## src/rtl/mem_arb_pkg.sv

```systemverilog
// Shared types and sizing helpers for mem_arbiter and its timeout counter.
package mem_arb_pkg;

    typedef enum logic [1:0] {IDLE, BUSY_I, BUSY_D, RESP} arb_state_t;
    typedef enum logic       {REQ_I, REQ_D}               req_id_t;

    localparam int TIMEOUT_DEFAULT = 64;
    localparam int CNT_W_DEFAULT   = $clog2(TIMEOUT_DEFAULT);

    // Counter only has to reach TIMEOUT-1, so $clog2(TIMEOUT) bits suffice (TIMEOUT >= 2).
    function automatic int cnt_width(input int timeout);
        return (timeout > 2) ? $clog2(timeout) : 1;
    endfunction

endpackage

```

## src/rtl/arb_timeout_counter.sv

```systemverilog
// Wait-cycle counter for one backing-memory transaction; expired_o flags the
// last cycle (count == TIMEOUT-1) on which a mem_ack is still accepted.
module arb_timeout_counter
    import mem_arb_pkg::*;
#(
    parameter int TIMEOUT = TIMEOUT_DEFAULT
) (
    input  logic clk,
    input  logic rst,
    input  logic clr_i,
    input  logic en_i,
    output logic expired_o
);

    localparam int CNT_W = cnt_width(TIMEOUT);

    logic [CNT_W-1:0] cnt_q, cnt_d;

    always_comb begin
        cnt_d = cnt_q;
        if (clr_i) begin
            cnt_d = '0;
        end else if (en_i) begin
            cnt_d = cnt_q + CNT_W'(1);
        end
    end

    always_ff @(posedge clk or negedge rst) begin
        if (!rst) begin
            cnt_q <= '0;
        end else begin
            cnt_q <= cnt_d;
        end
    end

    assign expired_o = (cnt_q == CNT_W'(TIMEOUT - 1));

endmodule

```

## src/rtl/mem_arbiter.sv

```systemverilog
// Two-requester (I/D) arbiter in front of a single-port backing memory.
// Define MEM_ARB_ROUND_ROBIN_EN for round-robin tie-breaking; default is fixed D priority.
module mem_arbiter
    import mem_arb_pkg::*;
#(
    parameter int ADDR_W  = 32,
    parameter int DATA_W  = 32,
    parameter int TIMEOUT = TIMEOUT_DEFAULT
) (
    input  logic              clk,
    input  logic              rst,
    input  logic              i_req,
    input  logic [ADDR_W-1:0] i_addr,
    output logic              i_ack,
    output logic [DATA_W-1:0] i_rdata,
    output logic              i_err,
    input  logic              d_req,
    input  logic              d_we,
    input  logic [ADDR_W-1:0] d_addr,
    input  logic [DATA_W-1:0] d_wdata,
    output logic              d_ack,
    output logic [DATA_W-1:0] d_rdata,
    output logic              d_err,
    output logic              mem_req,
    output logic              mem_we,
    output logic [ADDR_W-1:0] mem_addr,
    output logic [DATA_W-1:0] mem_wdata,
    input  logic [DATA_W-1:0] mem_rdata,
    input  logic              mem_ack
);

    arb_state_t        state_q, state_d;
    logic              mem_req_q, mem_req_d;
    logic              mem_we_q, mem_we_d;
    logic [ADDR_W-1:0] mem_addr_q, mem_addr_d;
    logic [DATA_W-1:0] mem_wdata_q, mem_wdata_d;
    logic              i_ack_q, i_ack_d, i_err_q, i_err_d;
    logic              d_ack_q, d_ack_d, d_err_q, d_err_d;
    logic [DATA_W-1:0] i_rdata_q, i_rdata_d, d_rdata_q, d_rdata_d;
    logic              busy, expired, done, pick_d;

    assign busy = (state_q == BUSY_I) || (state_q == BUSY_D);
    // Ack wins over a same-cycle timeout.
    assign done = busy && (mem_ack || expired);

    arb_timeout_counter #(.TIMEOUT(TIMEOUT)) u_timeout (
        .clk       (clk),
        .rst       (rst),
        .clr_i     (!busy),
        .en_i      (busy),
        .expired_o (expired)
    );

`ifdef MEM_ARB_ROUND_ROBIN_EN
    req_id_t ptr_q, ptr_d;

    assign pick_d = d_req && (!i_req || (ptr_q == REQ_D));

    always_comb begin
        ptr_d = ptr_q;
        if (done) begin
            ptr_d = (state_q == BUSY_D) ? REQ_I : REQ_D;
        end
    end

    always_ff @(posedge clk or negedge rst) begin
        if (!rst) begin
            ptr_q <= REQ_D;
        end else begin
            ptr_q <= ptr_d;
        end
    end
`else
    assign pick_d = d_req;
`endif

    // NOTE: every next-state signal gets a default before the case so no latch is inferred.
    always_comb begin
        state_d     = state_q;
        mem_req_d   = mem_req_q;
        mem_we_d    = mem_we_q;
        mem_addr_d  = mem_addr_q;
        mem_wdata_d = mem_wdata_q;
        i_rdata_d   = i_rdata_q;
        d_rdata_d   = d_rdata_q;
        i_ack_d     = 1'b0;
        i_err_d     = 1'b0;
        d_ack_d     = 1'b0;
        d_err_d     = 1'b0;

        case (state_q)
            IDLE: begin
                if (pick_d) begin
                    state_d     = BUSY_D;
                    mem_req_d   = 1'b1;
                    mem_we_d    = d_we;
                    mem_addr_d  = d_addr;
                    mem_wdata_d = d_wdata;
                end else if (i_req) begin
                    state_d     = BUSY_I;
                    mem_req_d   = 1'b1;
                    mem_we_d    = 1'b0;
                    mem_addr_d  = i_addr;
                    mem_wdata_d = '0;
                end
            end
            BUSY_I, BUSY_D: begin
                if (done) begin
                    state_d   = RESP;
                    mem_req_d = 1'b0;
                    if (state_q == BUSY_D) begin
                        d_ack_d   = 1'b1;
                        d_err_d   = !mem_ack;
                        d_rdata_d = mem_ack ? mem_rdata : '0;
                    end else begin
                        i_ack_d   = 1'b1;
                        i_err_d   = !mem_ack;
                        i_rdata_d = mem_ack ? mem_rdata : '0;
                    end
                end
            end
            default: begin
                state_d = IDLE;
            end
        endcase
    end

    // NOTE: sequential state uses non-blocking assignments so all registers update together.
    always_ff @(posedge clk or negedge rst) begin
        if (!rst) begin
            state_q     <= IDLE;
            mem_req_q   <= 1'b0;
            mem_we_q    <= 1'b0;
            mem_addr_q  <= '0;
            mem_wdata_q <= '0;
            i_ack_q     <= 1'b0;
            i_err_q     <= 1'b0;
            i_rdata_q   <= '0;
            d_ack_q     <= 1'b0;
            d_err_q     <= 1'b0;
            d_rdata_q   <= '0;
        end else begin
            state_q     <= state_d;
            mem_req_q   <= mem_req_d;
            mem_we_q    <= mem_we_d;
            mem_addr_q  <= mem_addr_d;
            mem_wdata_q <= mem_wdata_d;
            i_ack_q     <= i_ack_d;
            i_err_q     <= i_err_d;
            i_rdata_q   <= i_rdata_d;
            d_ack_q     <= d_ack_d;
            d_err_q     <= d_err_d;
            d_rdata_q   <= d_rdata_d;
        end
    end

    assign mem_req   = mem_req_q;
    assign mem_we    = mem_we_q;
    assign mem_addr  = mem_addr_q;
    assign mem_wdata = mem_wdata_q;
    assign i_ack     = i_ack_q;
    assign i_err     = i_err_q;
    assign i_rdata   = i_rdata_q;
    assign d_ack     = d_ack_q;
    assign d_err     = d_err_q;
    assign d_rdata   = d_rdata_q;

endmodule
```

## config.mk

```make
export PLATFORM = sky130hd
export DESIGN_NAME = mem_arbiter
export DESIGN_NICKNAME = d
export VERILOG_FILES = /design/src/rtl/mem_arb_pkg.sv /design/src/rtl/arb_timeout_counter.sv /design/src/rtl/mem_arbiter.sv
export SDC_FILE = /design/constraint.sdc
export NUM_CORES = 1
export LEC_CHECK = 0
export ABC_AREA = 1
export ABC_CLOCK_PERIOD_IN_PS = 1940
export CELL_PAD_IN_SITES_DETAIL_PLACEMENT = 1
export CELL_PAD_IN_SITES_GLOBAL_PLACEMENT = 1
export CORE_ASPECT_RATIO = 1.5
export CORE_MARGIN = 2
export CORE_UTILIZATION = 30
export CTS_BUF_LIST = sky130_fd_sc_hd__clkbuf_16
export DETAILED_ROUTE_END_ITERATION = 8
export PLACE_DENSITY = 0.88
export SETUP_SLACK_MARGIN = 0.4
export SLEW_MARGIN = 20
export SYNTH_ARGS = -nofsm -noshare
export SYNTH_HDL_FRONTEND = slang
export SYNTH_SLANG_ARGS = --single-unit
export TNS_END_PERCENT = 50
```

## constraint.sdc

```tcl
create_clock -name clk -period 1.94 [get_ports clk]
set_input_delay 0.388 -clock clk [delete_from_list [all_inputs] [get_ports clk]]
set_output_delay 0.388 -clock clk [all_outputs]
set_load 0.1 [all_outputs]
```

-- Word-level counts from Yosys, hierarchy flattened
Index checks and enable logic that the tools add are counted.
- flip-flop bits (word level): 142
- bits in latches: 0
- bits in writable memories: 0
- bits in read-only memories: 0
- memories: 0
- $add $sub $neg: 1
- $mul: 0
- div/mod/pow operators: 0
- magnitude comparators: 0
- equal/unequal tests: 5
- shift-type cells: 0
- mux-type cells: 28
- bitwise operators: 1
- reduce and logical (&&, ||, !) cells: 13
- operators with widths (cell ; number):
    $mux 32 ; 5
    $mux 1 ; 17
    $reduce_and 3->1 ; 3
    $add 6x1->6 const B ; 1
    $eq 6x6->1 const B ; 1
    $mux 2 ; 3
    $mux 6 ; 1
    $pmux 2 s2 ; 1
    $reduce_and 2->1 ; 2
    $reduce_bool 2->1 ; 2
    $ne 3x3->1 const B ; 1
    $eq 2x1->1 const B ; 1
    $eq 2x2->1 const B ; 1
    $logic_not 2->1 ; 1
    $logic_or 1x1->1 ; 2
    $ne 2x2->1 const B ; 1
    $pmux 1 s2 ; 1
    $reduce_or 2->1 ; 1
    $logic_and 1x1->1 ; 1
    $logic_not 1->1 ; 1
    $not 1->1 ; 1

-- Longest topological paths before layout
Gate-level depths: netlist (run 1).
- depth in word-level cells: 5
- gate-level depth with buffers: 10

-- By module
From an unflattened synthesis (run 1), not the netlist that was laid out.
- cells, all modules: 657
- area total of the unflattened synthesis: 6273.5 µm²
- modules (own cells, without submodules) (module ; instances ; cells each ; area each (µm²) ; seq. area each (µm²)):
    mem_arbiter ; 1 ; 615 ; 5955.7 ; 3403.3
    arb_timeout_counter ; 1 ; 42 ; 317.8 ; 150.1

-- Worst setup path after synthesis (run 1)
Ideal clock, no wire load.
- path type: register -> register
- start: reg state_q[1]
- end: reg i_rdata_q[23] (netlist: i_rdata[23])
- data arrival time: 1.349 ns
- data required time: 1.818 ns
- setup slack: 0.469 ns
- cell stages (with the launch flop): 9
- buffers on the path: 3
- cell sequence: dfrtp_1 inv_1 ha_1 buf_2 nand3_2 buf_6 buf_6 nand2_1 o21ai_2
- cells in the longest elaborated chain, start to end: 4
- elaborated cells on any way between the ends: 7
- RTL lines (element ; line ; source):
    start, declared ; mem_arbiter.sv:32 ; arb_state_t state_q, state_d;
    start signal, assigned ; mem_arbiter.sv:143 ; state_q <= state_d;
    $eq 2x1->1 / $eq 2x2->1 (equally long branches) ; mem_arbiter.sv:42, mem_arbiter.sv:91, mem_arbiter.sv:111 ;
    $logic_or 1x1->1 ; mem_arbiter.sv:42 ; assign busy = (state_q == BUSY_I) || (state_q == BUSY_D);
    $logic_and 1x1->1 ; mem_arbiter.sv:44 ; assign done = busy && (mem_ack || expired);
    $reduce_and 3->1 (no source line) (*) ; n/a ;
    end signal, assigned ; mem_arbiter.sv:150 ; i_rdata_q <= i_rdata_d;
    end, declared ; mem_arbiter.sv:39 ; logic [DATA_W-1:0] i_rdata_q, i_rdata_d, d_rdata_q, d_rdata_d;
Mark *: on every way between the ends. The rest lies on a longest branch, timed or not.
A chain may end at the register's enable or synchronous reset.

-- Final worst setup path (run 1)
- start: reg u_timeout.cnt_q[0]
- end: reg d_rdata_q[7] (netlist: d_rdata[7])
- cells in the longest elaborated chain, start to end: 4
- RTL lines (element ; line ; source):
    start, declared ; arb_timeout_counter.sv:17 ; logic [CNT_W-1:0] cnt_q, cnt_d;
    start signal, assigned ; arb_timeout_counter.sv:32 ; cnt_q <= cnt_d;
    $eq 6x6->1 ; arb_timeout_counter.sv:36 ; assign expired_o = (cnt_q == CNT_W'(TIMEOUT - 1));
    $logic_or 1x1->1 ; mem_arbiter.sv:44 ;
    $logic_and 1x1->1 ; mem_arbiter.sv:44 ;
    $reduce_and 3->1 (no source line) ; n/a ;
    end signal, assigned ; mem_arbiter.sv:153 ; d_rdata_q <= d_rdata_d;
    end, declared ; mem_arbiter.sv:39 ;
No other way between the ends.

==> results of run 1 <==
==> layer usage <==
metal,vias to the layer above,wire [um]
met5,-,0
met4,0,541
met3,35,1349
met2,193,11720
met1,2670,7544
li1,2601,-
==> final cells by class <==
| class | instances | area [um2] | share of cell area [%] |
|---|---|---|---|
| inverters | 52 | 195.2 | 1.989 |
| clock inverters | 14 | 151.4 | 1.543 |
| multi-input cells | 396 | 2105 | 21.45 |
| flip-flops and latches | 142 | 3553 | 36.21 |
| clock buffers | 17 | 425.4 | 4.335 |
| well taps | 260 | 325.3 | 3.315 |
| repair buffers | 313 | 3058 | 31.16 |
==> final timing paths <==
kind,end,slack [ps],cells past startpoint
setup / recovery,d_rdata[7]$_DFFE_PN0P_,300,10
hold / removal,i_rdata[13]$_DFFE_PN0P_,430,2
setup reg to reg,d_rdata[7]$_DFFE_PN0P_,300,10
hold reg to reg,i_rdata[25]$_DFFE_PN0P_,480,2
max in group asynchronous,d_rdata[25]$_DFFE_PN0P_,830,3
min in group clk,i_rdata[25]$_DFFE_PN0P_,480,2
==> worst reg2reg max path, delay by kind of cell, from the launching register on <==
kind	cells	cell delay [ps]
buffers and inverters	2	330
adder cells (fa/ha/maj)	1	210
flip-flops	1	370
AND/OR/NAND/NOR	6	520
AO/OA/AOI/OAI	1	90
==> flip-flops by register name, indices dropped and copies added, names as in the netlist, 2 cells and up <==
name and count:
d_rdata 32, i_rdata 32, mem_addr 32, mem_wdata 32, u_timeout.cnt_q 6, state_q 2
==> cell families after synthesis <==
family	synth area share, %
adder cells (fa/ha/maj)	0.8341
AO/OA/AOI/OAI	15.37
AND/OR/NAND/NOR	17.01
buffers and inverters	7.569
flip-flops	59.22
==> per-stage QoR <==
stage                     hold WS (ps)  utilization [%]  setup WS (ps)  instances
final                            429.9            49.80          299.2       1194
after global routing             435.8            49.80          211.0       1194
after CTS                        403.6            47.43          335.8       1171
after detailed placement         287.9            44.11          97.70       1136
after global placement           290.0            44.11          180.7       1136
after floorplan                  92.41                -          468.8        629
==> synthesized netlist by cell type, drive strengths merged <==
master  number  area share, %
o21ai      104             11
ha           4           0.83
a31oi       32            3.3
nor3         2           0.17
dfrtp      142             59
nor2        36            2.4
clkinv       1          0.062
a21oi        5           0.60
clkbuf      15           0.94
inv         51            3.2
nand3        5           0.58
buf         24            3.4
nand2      208             14
==> repair_timing <==
| item | CTS | global route |
|---|---|---|
| setup endpoints to repair | 92 | 134 |
| cloned | 1 | 13 |
| hold buffers | 1 | 0 |
| endpoints found under the hold margin | 28 | 0 |
| gates resized for setup | 7 | 30 |
| setup buffers | 2 | 10 |
==> flow_summary.yaml, run 1 <==
setup_path:
  path_buf_inv: 2
  start_kind: "register"
  cp-startpoint: "u_timeout.cnt_q[0]$_DFF_PN0_"
  r2r-start: "u_timeout.cnt_q[0]$_DFF_PN0_"
  cp.required_ps: 2230
  worst_path_max_delay_cell: "dfrtp_1"
  cp_common_cell: "nand2_2"
  path_max_fanout: 29
  critPathMaxStageDelay_ps: 370
  cp_cell_sequence: "ha_2, nand2_2, nor2_4, nand2_2, nand2_4, buf_4, nand3_4, buf_12, nand2_1, o21ai_1"
  worstSetupPathType: "register to register"
  critPathArrivalTime_ps: 1930
  endpoint_kind: "register"
  crit_family: "simple AND/OR/NAND/NOR gates"
cts:
  clk_latency_ps: 420
  numClockSinks: 142
  cts_root_buffer: "clkbuf_16"
  cts_tree: "built"
  h-tree-depth: 4
  cts_buffers: 17
  clkTransAtPathRegs_ps: 60
  clockBufferDepth: 2
floorplan:
  die_h_um: 177.2
  rows: 63
  core_um2: 19710
  pin_count: 268
  start_util_pct: 30.45
  die_area_um2: 21170
  fp.dieW_um: 119.5
job:
  max_cap_viol_count: 0
run_status:
  status: "complete, no violations"
sta:
  period_share_pct: 84.58
  rsz0062_at_grt: "yes"
  worst_pin_slew_ps: 389.5
  max_freq_mhz: 609.4
  final.setup.tns_ps: 0
  setup_violations: 0
  fin_crit_ps: 1641
  slew_headroom_pct: 74.03
  fin_skew_ps: 6.108
  slew_viol_final: 0
  hold_viol: 0
finish:
  fin_area_um2: 9813
  n_antenna_cell: 0
  layout_common_cells: "176 x nand2_1, 149 x buf_4, 142 x dfrtp_1"
  fillers: 2207
  drive_gt1_share_pct: 31.91
  mostFrequentLayoutCell: "nand2_1"
  syn_to_final_growth_pct: 63.53
  nNetsFinal: 1060
placement:
  portBuffers: 267
  place_area_um2: 8693
  hpwl_um: 13630
  gp_congestion: 0.7415
route:
  dr.pass1.iters: 4
  routedWlPerCell_um: 17.72
  num_vias: 5499
  wirelength_um: 21150
  vias_per_cell: 4.606
  route.detailed.drc: 0
  drtIter0Drc: 172
  postRouteAntennaNets: 0
global_routing:
  grtUsageMet2_pct: 33.24
  grt_start_max_net_pins: 53
  antenna_found_initial: 0
  grt_busiest_layer: "met2"
  grt_usage_pct: 17.97
  gr-total-overflow: 0
  met1_usage_pct: 18.35
  grt_pass1_vias: 5847
  grt_pass1_wl_um: 29770
  grtUsageMet3_pct: 6.476
synth:
  yosysSeqAreaShare_pct: 59.22
  synth-seq-cells: 142
  synth_cells: 629
  netlist_area_um2: 6001
  syn_avg_cell_area_um2: 9.540
  ys_types: 22
  ys_warn_count: 0
  synthesis.nets: 767
hold_path:
  hold_path_class: "input pin to async pin"
Power of run 1 is left out: the tool's default activity adds up to more than one toggle a clock period on the data nets, which glitch-free logic cannot reach.
==> run 2: changes to the inputs <==
--- a/config.mk
+++ b/config.mk
@@ -6,7 +6,7 @@
 export NUM_CORES = 1
 export LEC_CHECK = 0
 export ABC_AREA = 1
-export ABC_CLOCK_PERIOD_IN_PS = 1940
+export ABC_CLOCK_PERIOD_IN_PS = 1700
 export CELL_PAD_IN_SITES_DETAIL_PLACEMENT = 1
 export CELL_PAD_IN_SITES_GLOBAL_PLACEMENT = 1
 export CORE_ASPECT_RATIO = 1.5
==> constraint.sdc (replaced) <==
create_clock -name clk -period 1.7 [get_ports clk]
set_input_delay 0.34 -clock clk [delete_from_list [all_inputs] [get_ports clk]]
set_output_delay 0.34 -clock clk [all_outputs]
set_load 0.1 [all_outputs]
==> run 2 against run 1 <==
First-iteration DRC count grew 62%; die area is the same; largest cell class is now buffers; worst setup slack lost 170 ps; highest routed layer unchanged; via count grew 9.2%; fmax grew 4.5%; critical endpoint is now mem_addr[13]$_DFFE_PN0P_; hold slack lost 33 ps; register-to-register slack lost 170 ps; design area grew 27%.
==> flow_summary.yaml, run 2 (synthesis gave the netlist of run 1 again) <==
run_status:
  status: "complete, no violations"
route:
  vias_per_cell: 4.914
  drtIter0Drc: 279
  num_vias: 6005
  wirelength_um: 27770
  routedWlPerCell_um: 22.72
  route.detailed.drc: 0
  dr.pass1.iters: 5
  postRouteAntennaNets: 0
sta:
  setup_violations: 0
  max_freq_mhz: 636.6
  period_share_pct: 92.40
  worst_slack_ps: 129.2
  final.setup.tns_ps: 0
  slew_headroom_pct: 72.79
  hold_viol: 0
  rsz0062_at_grt: "yes"
  fin_crit_ps: 1571
  slew_viol_final: 0
  worst_pin_slew_ps: 408.2
  fin_skew_ps: 12.14
cts:
  numClockSinks: 142
  clockBufferDepth: 2
  clk_latency_ps: 420
  cts_root_buffer: "clkbuf_16"
  clkTransAtPathRegs_ps: 70
  h-tree-depth: 4
  cts_tree: "built"
  cts_buffers: 17
floorplan:
  die_area_um2: 21170
  rows: 63
  die_h_um: 177.2
  fp.dieW_um: 119.5
  core_um2: 19710
  start_util_pct: 30.45
  pin_count: 268
finish:
  mostFrequentLayoutCell: "nand2_1"
  nNetsFinal: 1089
  fillers: 1958
  n_antenna_cell: 0
  multi_input_area_um2: 2535
  drive_gt1_share_pct: 41.79
  seq_area_um2: 3561
  layout_common_cells: "162 x nand2_1, 148 x buf_12, 136 x dfrtp_1"
  fin_cells: 1222
  syn_to_final_growth_pct: 107.5
setup_path:
  cp.required_ps: 2000
  endpoint_kind: "register"
  worstSetupPathType: "register to register"
  critPathArrivalTime_ps: 1870
  cp-startpoint: "state_q[0]$_DFFE_PN0P_"
  start_kind: "register"
  path_max_fanout: 7
  r2r-start: "state_q[0]$_DFFE_PN0P_"
placement:
  gp_congestion: 0.7888
  dp.cells: 1136
  hpwl_um: 16140
  place_ws_ps: -130.5
  portBuffers: 267
global_routing:
  grt_pass1_vias: 6673
  grt_start_max_net_pins: 44
  grt_usage_pct: 24.35
  grt_pass1_wl_um: 38880
  antenna_found_initial: 0
  gr-total-overflow: 0
job:
  max_cap_viol_count: 0
hold_path:
  hold_path_class: "input pin to async pin"
run 2: worst max-delay path, stage by stage, from the launching register on:
cell	delay [ps]
dfrtp_1	400
inv_2	90
ha_4	150
inv_4	40
a21oi_4	160
buf_12	170
buf_6	110
buf_8	110
buf_16	140
a31oi_4	80
run 2: metal layers:
layer,part of all wire [%],GRT usage [%]
met4,4.4,9.951
met1,33,24.63
met5,0,0
met2,57,46.71
met3,5.5,6.347
run 2: metrics by stage:
stage / util (%) / hold slack [ps] / instance area, um2
after floorplan: - / 44.41 / 6042
after global placement: 52.63 / 251.0 / 10370
after detailed placement: 52.63 / 254.5 / 10370
after CTS: 60.40 / 384.5 / 11900
after global routing: 63.17 / 417.3 / 12450
final: 63.17 / 397.2 / 12450
run 2: area by class of cell:
type,instances,area share (%)
Timing Repair Buffer,342,41.97
Sequential cell,142,28.60
Multi-Input combinational cell,396,20.36
Clock buffer,17,3.417
Tap cell,260,2.613
Inverter,52,1.688
Clock inverter,13,1.347
run 2: final timing paths:
| kind | end | slack (ps) | cells after the start |
|---|---|---|---|
| worst min-delay path | i_rdata[13]$_DFFE_PN0P_ | 400 | 2 |
| worst max-delay path | mem_addr[13]$_DFFE_PN0P_ | 130 | 9 |
| worst max register to register | mem_addr[13]$_DFFE_PN0P_ | 130 | 9 |
| max in group asynchronous | mem_addr[3]$_DFFE_PN0P_ | 660 | 3 |
| worst min register to register | u_timeout.cnt_q[4]$_DFF_PN0_ | 520 | 1 |
| min in group clk | mem_wdata[24]$_DFFE_PN0P_ | 480 | 3 |
run 2: repair_timing:
item | in CTS | in global routing
hold endpoints to repair | 28 | 0
pin swaps | 4 | 3
setup buffers | 24 | 9
resized for setup | 95 | 75
endpoints found under the setup margin | 268 | 270
gates cloned | 16 | 6
hold buffers | 1 | 0
Power of run 2 is left out for the same reason.
